**config.mk**
```make
export PLATFORM = sky130hd
export DESIGN_NAME = hilo_muldiv
export DESIGN_NICKNAME = d
export VERILOG_FILES = /design/src/rtl/hilo_pkg.sv /design/src/rtl/hilo_muldiv.sv
export SDC_FILE = /design/constraint.sdc
export NUM_CORES = 1
export LEC_CHECK = 0
export BUFFER_PORTS_ARGS = -buffer_cell sky130_fd_sc_hd__buf_2
export CAP_MARGIN = 20
export CORE_MARGIN = 1
export CORE_UTILIZATION = 40
export CTS_CLUSTER_DIAMETER = 80
export DETAILED_ROUTE_END_ITERATION = 6
export PLACE_DENSITY_LB_ADDON = 0.2
export SETUP_SLACK_MARGIN = 0.2
export SLEW_MARGIN = 20
export SYNTH_ARGS = -nofsm -noshare
export SYNTH_HDL_FRONTEND = slang
export SYNTH_SLANG_ARGS = --single-unit
```
**constraint.sdc**
```tcl
create_clock -name clk -period 4.15 [get_ports clk]
set_clock_uncertainty 0.2 [all_clocks]
set_input_delay 0.415 -clock clk [delete_from_list [all_inputs] [get_ports clk]]
set_output_delay 0.415 -clock clk [all_outputs]
set_load 0.01 [all_outputs]
```
**src/rtl/hilo_pkg.sv**
```systemverilog
// Shared encodings for the HI/LO multiply/divide unit: operation codes and engine states.
package hilo_pkg;

  typedef enum logic [2:0] {
    OP_MULT  = 3'd0,
    OP_MULTU = 3'd1,
    OP_DIV   = 3'd2,
    OP_DIVU  = 3'd3,
    OP_MTHI  = 3'd4,
    OP_MTLO  = 3'd5
  } op_e;

  typedef enum logic [1:0] {
    S_IDLE = 2'd0,
    S_RUN  = 2'd1,
    S_FIX  = 2'd2
  } state_e;

endpackage

```
**src/rtl/hilo_muldiv.sv**
```systemverilog
// HI/LO register pair with an iterative shift-add multiplier and restoring divider.
// Mul/div results land WIDTH+2 cycles after start; MTHI/MTLO write in one cycle.
module hilo_muldiv
  import hilo_pkg::*;
#(
  parameter int WIDTH = 32
) (
  input  logic             clk,
  input  logic             rst,
  input  logic             start,
  input  logic [2:0]       op,
  input  logic [WIDTH-1:0] a,
  input  logic [WIDTH-1:0] b,
  output logic             busy,
  output logic             done,
  output logic             div_by_zero,
  output logic [WIDTH-1:0] hi,
  output logic [WIDTH-1:0] lo
);

  localparam int CW = $clog2(WIDTH);
  localparam int W2 = 2 * WIDTH;

  state_e         state_q;
  logic [CW-1:0]  cnt_q;
  logic [W2-1:0]  acc_q;
  logic [WIDTH-1:0] opd_q;
  logic           is_div_q, neg_res_q, neg_rem_q, dbz_q;
  logic [WIDTH-1:0] hi_q, lo_q;
  logic           busy_q, done_q, dbz_out_q;

  logic             is_signed;
  logic [WIDTH-1:0] abs_a, abs_b;
  logic [WIDTH:0]   mul_sum, div_trial, div_diff;
  logic [W2-1:0]    acc_d, prod_fix;
  logic [WIDTH-1:0] quo_fix, rem_fix, res_hi_d, res_lo_d;

  always_comb begin
    is_signed = (op_e'(op) == OP_MULT) || (op_e'(op) == OP_DIV);
    abs_a     = (is_signed && a[WIDTH-1]) ? -a : a;
    abs_b     = (is_signed && b[WIDTH-1]) ? -b : b;
  end

  // acc_q holds {upper, lower}: product/multiplier for mul, remainder/quotient for div.
  always_comb begin
    mul_sum   = {1'b0, acc_q[W2-1:WIDTH]} + (acc_q[0] ? {1'b0, opd_q} : '0);
    div_trial = acc_q[W2-1:WIDTH-1];
    div_diff  = div_trial - {1'b0, opd_q};
    acc_d     = {mul_sum, acc_q[WIDTH-1:1]};
    if (is_div_q) begin
      if (!div_diff[WIDTH]) acc_d = {div_diff[WIDTH-1:0], acc_q[WIDTH-2:0], 1'b1};
      else                  acc_d = {acc_q[W2-2:0], 1'b0};
    end
  end

  // With a zero divisor every step shifts, so the remainder ends up as |a| and the
  // sign correction restores a itself.
  always_comb begin
    prod_fix = neg_res_q ? -acc_q : acc_q;
    quo_fix  = neg_res_q ? -acc_q[WIDTH-1:0] : acc_q[WIDTH-1:0];
    rem_fix  = neg_rem_q ? -acc_q[W2-1:WIDTH] : acc_q[W2-1:WIDTH];
    res_hi_d = prod_fix[W2-1:WIDTH];
    res_lo_d = prod_fix[WIDTH-1:0];
    if (is_div_q) begin
      res_hi_d = rem_fix;
      res_lo_d = dbz_q ? '1 : quo_fix;
    end
  end

  always_ff @(posedge clk) begin
    if (rst) begin
      state_q   <= S_IDLE;
      cnt_q     <= '0;
      acc_q     <= '0;
      opd_q     <= '0;
      is_div_q  <= 1'b0;
      neg_res_q <= 1'b0;
      neg_rem_q <= 1'b0;
      dbz_q     <= 1'b0;
      hi_q      <= '0;
      lo_q      <= '0;
      busy_q    <= 1'b0;
      done_q    <= 1'b0;
      dbz_out_q <= 1'b0;
    end else begin
      done_q    <= 1'b0;
      dbz_out_q <= 1'b0;
      case (state_q)
        S_IDLE: begin
          if (start) begin
            case (op_e'(op))
              OP_MULT, OP_MULTU: begin
                acc_q     <= {{WIDTH{1'b0}}, abs_b};
                opd_q     <= abs_a;
                is_div_q  <= 1'b0;
                neg_res_q <= is_signed && (a[WIDTH-1] ^ b[WIDTH-1]);
                neg_rem_q <= 1'b0;
                dbz_q     <= 1'b0;
                cnt_q     <= CW'(WIDTH - 1);
                busy_q    <= 1'b1;
                state_q   <= S_RUN;
              end
              OP_DIV, OP_DIVU: begin
                acc_q     <= {{WIDTH{1'b0}}, abs_a};
                opd_q     <= abs_b;
                is_div_q  <= 1'b1;
                neg_res_q <= is_signed && (a[WIDTH-1] ^ b[WIDTH-1]);
                neg_rem_q <= is_signed && a[WIDTH-1];
                dbz_q     <= (b == '0);
                cnt_q     <= CW'(WIDTH - 1);
                busy_q    <= 1'b1;
                state_q   <= S_RUN;
              end
              OP_MTHI: hi_q <= a;
              OP_MTLO: lo_q <= a;
              default: ;
            endcase
          end
        end
        S_RUN: begin
          acc_q <= acc_d;
          cnt_q <= cnt_q - 1'b1;
          if (cnt_q == '0) state_q <= S_FIX;
        end
        S_FIX: begin
          hi_q      <= res_hi_d;
          lo_q      <= res_lo_d;
          done_q    <= 1'b1;
          dbz_out_q <= dbz_q;
          busy_q    <= 1'b0;
          state_q   <= S_IDLE;
        end
        default: state_q <= S_IDLE;
      endcase
    end
  end

  assign busy        = busy_q;
  assign done        = done_q;
  assign div_by_zero = dbz_out_q;
  assign hi          = hi_q;
  assign lo          = lo_q;

endmodule

```
==> results.md, run 1 <==
- Die height: 195 um
- Final setup fails: 0
- Total area of sequential cells: 3490 um2
- Area growth, synth to finish: 12.6%
- Synth Area in Compound Gates: 29.1%
- Netlist Area Pre-Place: 14,800 um2
- Fmax: 0.262 GHz
- Site Rows: 70
- Pleak: 0.00678 uW
- Data required time of the worst path: 4.29 ns
- Fillcell total: 3,828
- Fraction of synthesized area in multiplexers: 5.29%
- Total chip power: 5210 uW
- Clk slew on worst S/H paths: 0.08 ns
- First DRT Iteration DRCs: 1,509
- PnR worst setup slack: 0.337 ns
- Worst EP arrival: 3.95 ns
- R2R setup slack: 0.34 ns
- DRC Markers: 0
- Asr flop ratio synth: 0%
- Crit Path Max Fanout: 10
- Via density: 6.20
- FF-to-FF Start: acc_q[32]
- Final HPWL from detailed placement: 46.8 mm
- GR Overflow Total: 0
- Unrepaired setup endpoints after global routing: no
- CTS Sinks: 174
- WS Path Type: flop to flop
- CTS H-tree depth: 4
- Post-route design area: 16,700 um2
- Fin crit share: 91.9%
- Core area: 36,600 um2
- Setup TNS: 0 ns
- Gr usage total: 31.1%
- Hold crit path type: input port to flop
- Cts bufs inserted: 17
- Num ports: 137
- Die Wd: 195 um
- Synthesis Warnings: 0
- Fin nets: 2,248
- Gpl congestion: 0.956
- Post-route minimum period: 3.81 ns
- Hold EP: hi[30]
- Synth Area in Simple Gates: 20.5%
- Routed WL per cell: 23.2 um
- Pwr Density: 312 nW/um2
- Deepest clock path buffer count: 2
- Worst Tran Pin Value: 0.853 ns
- WL final: 60.0 mm
- Reg-to-reg endpoint: acc_q[57]
- Slew Limit Fails: 0
- Antenna Violating Nets Remaining: 0
- Multi-input combinational cell area: 10,500 um2
- Area leader, netlist: dfxtp_1
- First-pass GRT wire length: 89.8 mm
- Via count: 16,000
- Synthesized Nets: 2,165
- Number of flops mapped to enable cells by yosys: 0
- Drt first pass iters: 6
- PortBufs: 136
- Starting Density: 40.6%
- Post-synthesis sequential area ratio: 23.5%
- Largest family of logic cells by synthesized area: compound AO/OA/AOI/OAI gates
- CP Capture Type: flop
- Worst Hold Depth: 3
- Run status: completed
- Top cells by area, synth: dfxtp_1, a21oi_1, nor2_1
- Worst hold start: a[30]
- Clk_lat worst skew: 0.47 ns
- Synthesized instance count: 2,023
- Yosys cell types: 88
- Maximum vdd drop: 0.304 mV
- Layout cells sized above 1: 13.8%
- Antenna violations before repair: 2
- Synth Area in XOR/XNOR: 9.73%
- Post-synth top flop: dfxtp_1
- Vias in the first global route: 15,100
- Die Footprint: 37,900 um2
- CTS Root Cell: clkbuf_16
- Mean area per synthesized cell: 7.34 um2
- Adder-Cell Fraction of Synth Area: 6.17%
- Seq cells post-synth: 174
- Placement-stage cell area: 16,100 um2
- Relative slew slack: 42.4%
- Pre-CTS setup slack: 0.237 ns
- Maxcap violations: 0
- Cells on worst reg2reg path: 12
- CP Launch Type: flop
- Area fraction of the dominant cell type after synthesis: 23.5%
- CTS tree: built
- Largest net degree at the start of global routing: 66
- Final Hold Fails: 0
## cell type report
| cell class | count | area share (%) |
|---|---|---|
| repair buffers | 210 | 7.41 |
| diodes | 1 | 0.0150 |
| flip-flops and latches | 174 | 20.9 |
| multi-input cells | 1629 | 63.1 |
| clock inverters | 13 | 0.779 |
| well taps | 468 | 3.50 |
| clock buffers | 19 | 2.65 |
| inverters | 74 | 1.68 |
## per-layer routing
layer  track usage, %  vias up  part of all wire (%)
met3             4.98      132                   7.6
met1             41.3     7650                    43
met5                0        -                     0
li1                 -     7544                     -
met4             14.3        0                   4.5
met2             49.2      716                    45
## flip-flops by register name (all words and copies together), names as in the netlist, 2 cells and up
signal and flops:
state_q 2, lo 32, acc_q 64, hi 32, opd_q 32, cnt_q 5
## power by group
| part | total (uW) | internal (uW) | switching, uW |
|---|---|---|---|
| Sequential | 1910 | 1780 | 130 |
| Combinational | 1640 | 591 | 1050 |
| Clock | 1660 | 859 | 801 |
| Total | 5210 | 3230 | 1980 |
## metrics by stage
stage	hold WS (ns)	utilization [%]	std cells
6_report	0.0823	45.6	2588
5_1_grt	0.0927	45.6	2587
4_1_cts	0.0628	45.5	2585
3_5_place_dp	0.243	44.0	2553
3_3_place_gp	0.239	44.0	2553
2_1_floorplan	0.232	-	2023
## logic make-up after synthesis
group,Yosys count
DFF,174
muxes,78
buffers and inverters,220
adders and majority gates,72
xor gates and xnor gates,165
and+or+nand+nor,651
AOI/OAI and AO/OA,663
## cell usage after synthesis, drive strengths merged, types with 7 or more instances
cell and n:
o21ai 121, a2111oi 24, buf 26, a21o 29
o211ai 49, a31oi 33, ha 70, nor3 59
xor2 66, or4 14, xnor2 99, nor4 16
clkbuf 120, inv 72, and3 13, a221oi 25
nand2b 20, o21a 10, nand3 36, and2 7
mux2i 74, o22ai 14, nor2 251, o41ai 16
a211oi 31, dfxtp 174, a22oi 19, a21oi 212
nand2 170, nand4 19, nor2b 12, o31ai 20
or3 14
## worst max-delay path, stage by stage (launching register included)
cell	delay, ns
dfxtp_2	0.48
inv_1	0.16
fa_1	0.48
nand2b_1	0.23
a21oi_1	0.31
o211ai_1	0.18
a31o_2	0.31
a21oi_2	0.23
or3_1	0.23
nand2_1	0.22
buf_4	0.24
a32oi_1	0.25
o211ai_1	0.15
## cell usage in the layout, fill, tap and decap left out, types with 6 or more instances in the layout
cell type    n
o31ai_1     19
o21ai_0    116
a221oi_1    24
nand2b_1    20
a22oi_1     19
nor2_1     245
o21a_1      10
or3_1       12
a2111oi_0   24
a21o_1      29
clkbuf_16   17
and3_1      13
o41ai_1     12
mux2i_1     74
and2_1       6
or4_1       11
o21bai_1     6
ha_1        70
buf_4       75
a211oi_1    30
a21oi_1    210
nor3_1      56
inv_1       70
nor4_1      14
nand2_1    168
nand3_1     35
nand4_1     19
o22ai_1     14
dfxtp_1    171
buf_2      135
o211ai_1    49
xor2_1      66
nor2b_1     11
a31oi_1     32
xnor2_1     99
## what timing repair did
item,in CTS,in global routing
endpoints found under the setup margin,0,27
buffers inserted,0,2
hold buffers,0,0
resized for setup,0,8
## worst max-delay path by stage
| stage | start | to | slack [ns] | depth (start not counted) |
|---|---|---|---|---|
| final | acc_q[32] | acc_q[57] | 0.34 | 12 |
| after global routing | acc_q[32] | acc_q[57] | 0.22 | 12 |
| after floorplan | acc_q[0] | acc_q[61] | 0.76 | 13 |
| after global placement | acc_q[32] | acc_q[61] | 0.26 | 12 |
| after CTS | acc_q[32] | acc_q[61] | 0.20 | 12 |
| after detailed placement | acc_q[32] | acc_q[61] | 0.24 | 12 |
(Power assumes the default switching activity.)
==> run 2: changes to the inputs <==
--- a/config.mk
+++ b/config.mk
@@ -5,7 +5,7 @@
 export SDC_FILE = /design/constraint.sdc
 export NUM_CORES = 1
 export LEC_CHECK = 0
-export BUFFER_PORTS_ARGS = -buffer_cell sky130_fd_sc_hd__buf_2
+export BUFFER_PORTS_ARGS = -buffer_cell sky130_fd_sc_hd__buf_4
 export CAP_MARGIN = 20
 export CORE_MARGIN = 1
 export CORE_UTILIZATION = 40
@@ -17,3 +17,4 @@
 export SYNTH_ARGS = -nofsm -noshare
 export SYNTH_HDL_FRONTEND = slang
 export SYNTH_SLANG_ARGS = --single-unit
+export TNS_END_PERCENT = 5
==> run 2 against run 1 <==
  * Die area is the same
  * Setup slack lost 0.034 ns
  * Combinational power grew 2%
  * Clock-buffer cell count shrank 2
  * Routed wire length shrank 1.3%
  * Highest routed layer unchanged
==> results.md, run 2 (synthesized netlist as in run 1, its figures left out) <==
- Core area: 36,600 um2
- Reg-to-reg endpoint: acc_q[61]
- Vias in the first global route: 14,700
- CTS Root Cell: clkbuf_16
- Site Rows: 70
- Relative slew slack: 32.5%
- Buf/Inv on CP: 1
- Worst EP arrival: 4.03 ns
- Via count: 16,000
- N_diodes: 0
- Antenna Violating Nets Remaining: 0
- Worst Hold Depth: 4
- PortBufs: 136
- Gpl congestion: 0.968
- Final setup fails: 0
- Cells along the critical path: inv_1 > nor2_1 > ha_1 > and3_1 > a221oi_1 > a211oi_2 > o2111ai_2 > a31oi_2 > a211o_1 > a21o_1 > a311o_1 > a41oi_1
- Post-Layout Cell Count: 2,584
- Unrepaired setup endpoints after global routing: yes
- Crit Path Max Fanout: 10
- Data required time of the worst path: 4.33 ns
- Die height: 195 um
- CTS tree: built
- First DRT Iteration DRCs: 1,568
- Gr usage total: 30.3%
- CP Launch Type: flop
- Largest net degree at the start of global routing: 65
- Hold EP: dbz_q
- Die Wd: 195 um
- Worst Tran Pin Value: 1.00 ns
- Worst hold start: b[30]
- Layout cells sized above 1: 13.6%
- CTS H-tree depth: 4
- Routed WL per cell: 22.9 um
- Dpl cells: 2,549
- Deepest clock path buffer count: 2
- Crit path max-delay family: compound AO/OA/AOI/OAI gates
- CTS Sinks: 174
- Run status: completed
- Antenna violations before repair: 0
- Pwr Density: 310 nW/um2
- Area growth, synth to finish: 14.8%
- Clk_lat worst skew: 0.46 ns
- WL final: 59.2 mm
- Clk slew on worst S/H paths: 0.09 ns
- Starting Density: 40.6%
- FF-to-FF Start: acc_q[0]
- Fillcell total: 3,735
- Setup TNS: 0 ns
- Pre-CTS setup slack: 0.188 ns
- Max reg flops: 64
- WS Path Type: flop to flop
- Most frequent cells in the layout: nor2_1, a21oi_1, buf_4
- Slew Limit Fails: 0
- Pleak: 0.00683 uW
- Cts bufs inserted: 17
- Num ports: 137
- GR Overflow Total: 0
- Fin util: 46.6%
- Via density: 6.19
- Fin nets: 2,245
- Post-route minimum period: 3.85 ns
- Maximum vdd drop: 0.296 mV
- Commonest non-fill, non-tap cell in the layout: nor2_1
- CP max-delay cell: a221oi_1
- Maxcap violations: 0
- First-pass GRT wire length: 88.3 mm
- Drt first pass iters: 7
- Fin crit share: 92.7%
- PnR worst setup slack: 0.304 ns
- CP max stage delay: 0.44 ns
- Die Footprint: 37,900 um2
- Fin Hold WS: 0.0783 ns
- Final Hold Fails: 0
- CTS Hold Bufs: 0
- Most flop-heavy register: acc_q
- CP Capture Type: flop
- Cells on worst reg2reg path: 12
- Hold crit path type: input port to flop
- DRC Markers: 0
- Final HPWL from detailed placement: 45.9 mm
- R2R setup slack: 0.30 ns
- Fmax: 0.260 GHz
## run 2: worst min-delay path, delay by kind of cell
family,cells,cell delay (ns)
and+or+nand+nor,2,0.12
buffers and inverters,1,0.10
AOI/OAI and AO/OA,1,0.06
## run 2: per-layer routing
layer  part of all wire (%)  vias up  wire length [um]  track usage, %
met2                     45      746             26400            47.6
met5                      0        -                 0               0
met3                    8.8      100              5190            6.04
li1                       -     7542                 -               -
met4                    3.9        0              2330            12.4
met1                     43     7605             25200            40.5
## run 2: layout make-up
class | count | area [um2] | share of cell area (%)
tap | 468 | 586 | 3.43
timing repair buffer | 207 | 1550 | 9.11
sequential | 174 | 3490 | 20.4
inverter | 74 | 278 | 1.63
clock inverter | 15 | 184 | 1.08
clock buffer | 17 | 425 | 2.49
multi-input combinational | 1629 | 10500 | 61.8
## run 2: what timing repair did
action,in CTS,in global routing
buffers inserted,0,3
pin swaps,0,1
gates cloned,0,0
setup endpoints to repair,1,9
gates resized for setup,1,3
## run 2: how the worst max path moves through the flow
stage,to,cells past startpoint,slack [ns],from
after floorplan,acc_q[61],13,0.76,acc_q[0]
after global placement,acc_q[61],12,0.24,acc_q[32]
after detailed placement,acc_q[61],12,0.19,acc_q[32]
after CTS,acc_q[61],13,0.26,acc_q[0]
after global routing,acc_q[61],12,0.14,acc_q[0]
final,acc_q[61],12,0.30,acc_q[0]
## run 2: metrics by stage
stage | area [um2] | total power, uW
floorplan | 14800 | 2980
global placement | 16400 | 3560
detailed placement | 16400 | 3570
CTS | 17000 | 5260
global route | 17100 | 5490
finish | 17100 | 5280
## run 2: where the power goes
part | switching, uW | internal, uW | total, uW
sequential | 126 | 1780 | 1910
combinational | 1060 | 620 | 1680
clock | 876 | 823 | 1700
total | 2060 | 3230 | 5280
==> run 3: changes to the inputs <==
--- a/config.mk
+++ b/config.mk
@@ -8,7 +8,7 @@
 export BUFFER_PORTS_ARGS = -buffer_cell sky130_fd_sc_hd__buf_4
 export CAP_MARGIN = 20
 export CORE_MARGIN = 1
-export CORE_UTILIZATION = 40
+export CORE_UTILIZATION = 38
 export CTS_CLUSTER_DIAMETER = 80
 export DETAILED_ROUTE_END_ITERATION = 6
 export PLACE_DENSITY_LB_ADDON = 0.2
==> run 3 against run 2 <==
  * Total power is 0.91% higher
  * Worst hold slack worse by 0.0082 ns
  * Clock-buffer cell count stayed put
  * Combinational power hardly changed
  * Cell area is 0.28% higher
  * Final cell count is 1.7% higher
  * Non-clock buffer count is 7 lower
  * Utilization is 2.2 points lower
  * Sequential power hardly changed
==> results.md, run 3 (synthesized netlist as in run 1, its figures left out) <==
- Most frequent cells in the layout: nor2_1, a21oi_1, buf_4
- Cells on worst reg2reg path: 11
- Cells along the critical path: inv_1 > fa_1 > nand2b_1 > a21oi_1 > o211ai_1 > a31o_2 > a21oi_2 > or3_1 > nand2_1 > or4_1 > nand3_1
- Worst Hold Depth: 3
- Hold crit path type: input port to flop
- Maximum vdd drop: 0.288 mV
- Num ports: 137
- Final setup fails: 0
- Unrepaired setup endpoints after global routing: yes
- Data required time of the worst path: 4.35 ns
- Site Rows: 72
- Relative slew slack: 31.3%
- Slew Limit Fails: 0
- Gr usage total: 30.1%
- PortBufs: 136
- R2R setup slack: 0.35 ns
- Post-route design area: 17,100 um2
- CP Capture Type: flop
- Die Footprint: 39,900 um2
- Final HPWL from detailed placement: 46.8 mm
- Fmax: 0.263 GHz
- Crit Path Max Fanout: 7
- Pleak: 0.00681 uW
- Worst Tran Pin Value: 1.02 ns
- Area growth, synth to finish: 15.2%
- Drt first pass iters: 6
- CP max stage delay: 0.63 ns
- N_diodes: 0
- Die Wd: 200 um
- CTS Sinks: 174
- Gpl congestion: 0.951
- PnR worst setup slack: 0.346 ns
- Worst EP arrival: 4.01 ns
- Cts bufs inserted: 17
- Vias in the first global route: 14,700
- GR Overflow Total: 0
- Starting Density: 38.5%
- CTS H-tree depth: 4
- FF-to-FF Start: acc_q[32]
- Placement-stage cell area: 16,400 um2
- Via count: 15,900
- Clk slew on worst S/H paths: 0.08 ns
- Setup TNS: 0 ns
- Worst hold start: a[30]
- CTS tree: built
- Maxcap violations: 0
- WS Path Type: flop to flop
- Layout cells sized above 1: 13.4%
- Reg-to-reg endpoint: acc_q[62]
- Fin crit share: 91.7%
- Most flop-heavy register: acc_q
- WL final: 60.5 mm
- Antenna violations before repair: 0
- First-pass GRT wire length: 89.6 mm
- Final Hold Fails: 0
- Crit path max-delay family: simple AND/OR/NAND/NOR gates
- Total chip power: 5330 uW
- Clk_lat worst skew: 0.47 ns
- Hold EP: hi[30]
- Pwr Density: 312 nW/um2
- CTS Root Cell: clkbuf_16
- Antenna Violating Nets Remaining: 0
- Deepest clock path buffer count: 2
- Routed WL per cell: 23.0 um
- Run status: completed
- CP Launch Type: flop
- Max reg flops: 64
- Core area: 38,600 um2
- Pre-CTS setup slack: 0.202 ns
- Die height: 200 um
- CP max-delay cell: or4_1
- Post-route minimum period: 3.80 ns
- Via density: 6.07
- Fin nets: 2,238
- Buf/Inv on CP: 1
- Commonest non-fill, non-tap cell in the layout: nor2_1
- DRC Markers: 0
- First DRT Iteration DRCs: 1,570
- Largest net degree at the start of global routing: 88
run 3: cell types whose count changed in the layout (fill, tap and decap cells not counted), sizes merged:
cell	before	now
buf	207	200
bufinv	0	2
inv	81	79
clkinv	8	6
clkinvlp	0	2
run 3: timing repair:
item | 4_1_cts | 5_1_grt
endpoints found under the setup margin | 1 | 8
hold buffers | 0 | 0
gates resized for setup | 1 | 9
setup buffers | 0 | 2
endpoints found under the hold margin | 0 | 0
run 3: cell type report:
class,instances,area (um2)
Inverter,74,282
Sequential cell,174,3490
Clock inverter,15,191
Clock buffer,17,425
Multi-Input combinational cell,1629,10500
Tap cell,518,648
Fill cell,4053,21500
Timing Repair Buffer,200,1520
run 3: where the power goes:
| part | switching, uW | internal [uW] | leakage [uW] |
|---|---|---|---|
| clock network | 844 | 920 | 0.000301 |
| registers | 133 | 1780 | 0.00142 |
| logic | 1040 | 616 | 0.00509 |
| total | 2010 | 3320 | 0.00681 |
run 3: worst max path at each step:
stage                         start   endpoint  slack (ns)  cells after the start
after floorplan            acc_q[0]  acc_q[61]        0.76                     13
after global placement     acc_q[0]  acc_q[61]        0.23                     13
after detailed placement   acc_q[0]  acc_q[61]        0.20                     13
after CTS                  acc_q[0]  acc_q[61]        0.21                     12
after global routing       acc_q[0]  acc_q[60]        0.16                     13
final                     acc_q[32]  acc_q[62]        0.35                     11
run 3: layer usage:
layer  vias up  track usage, %  routed length (um)
li1       7533               -                   -
met3        87            5.05                4690
met5         -               0                   0
met2       634            46.7               27000
met1      7695            40.9               26500
met4         0            12.4                2400
run 3: tightest hold or removal path, delay by kind of cell:
kind	cells	cell delay, ns
buf+inv	1	0.14
compound gates	1	0.07
simple gates	1	0.06
run 3: metrics by stage:
stage	cells	hold WS (ns)	util, %
2_1_floorplan	2023	0.232	-
3_3_place_gp	2593	0.241	42.6
3_5_place_dp	2593	0.245	42.6
4_1_cts	2625	0.0645	44.2
5_1_grt	2627	0.0718	44.3
6_report	2627	0.0702	44.3
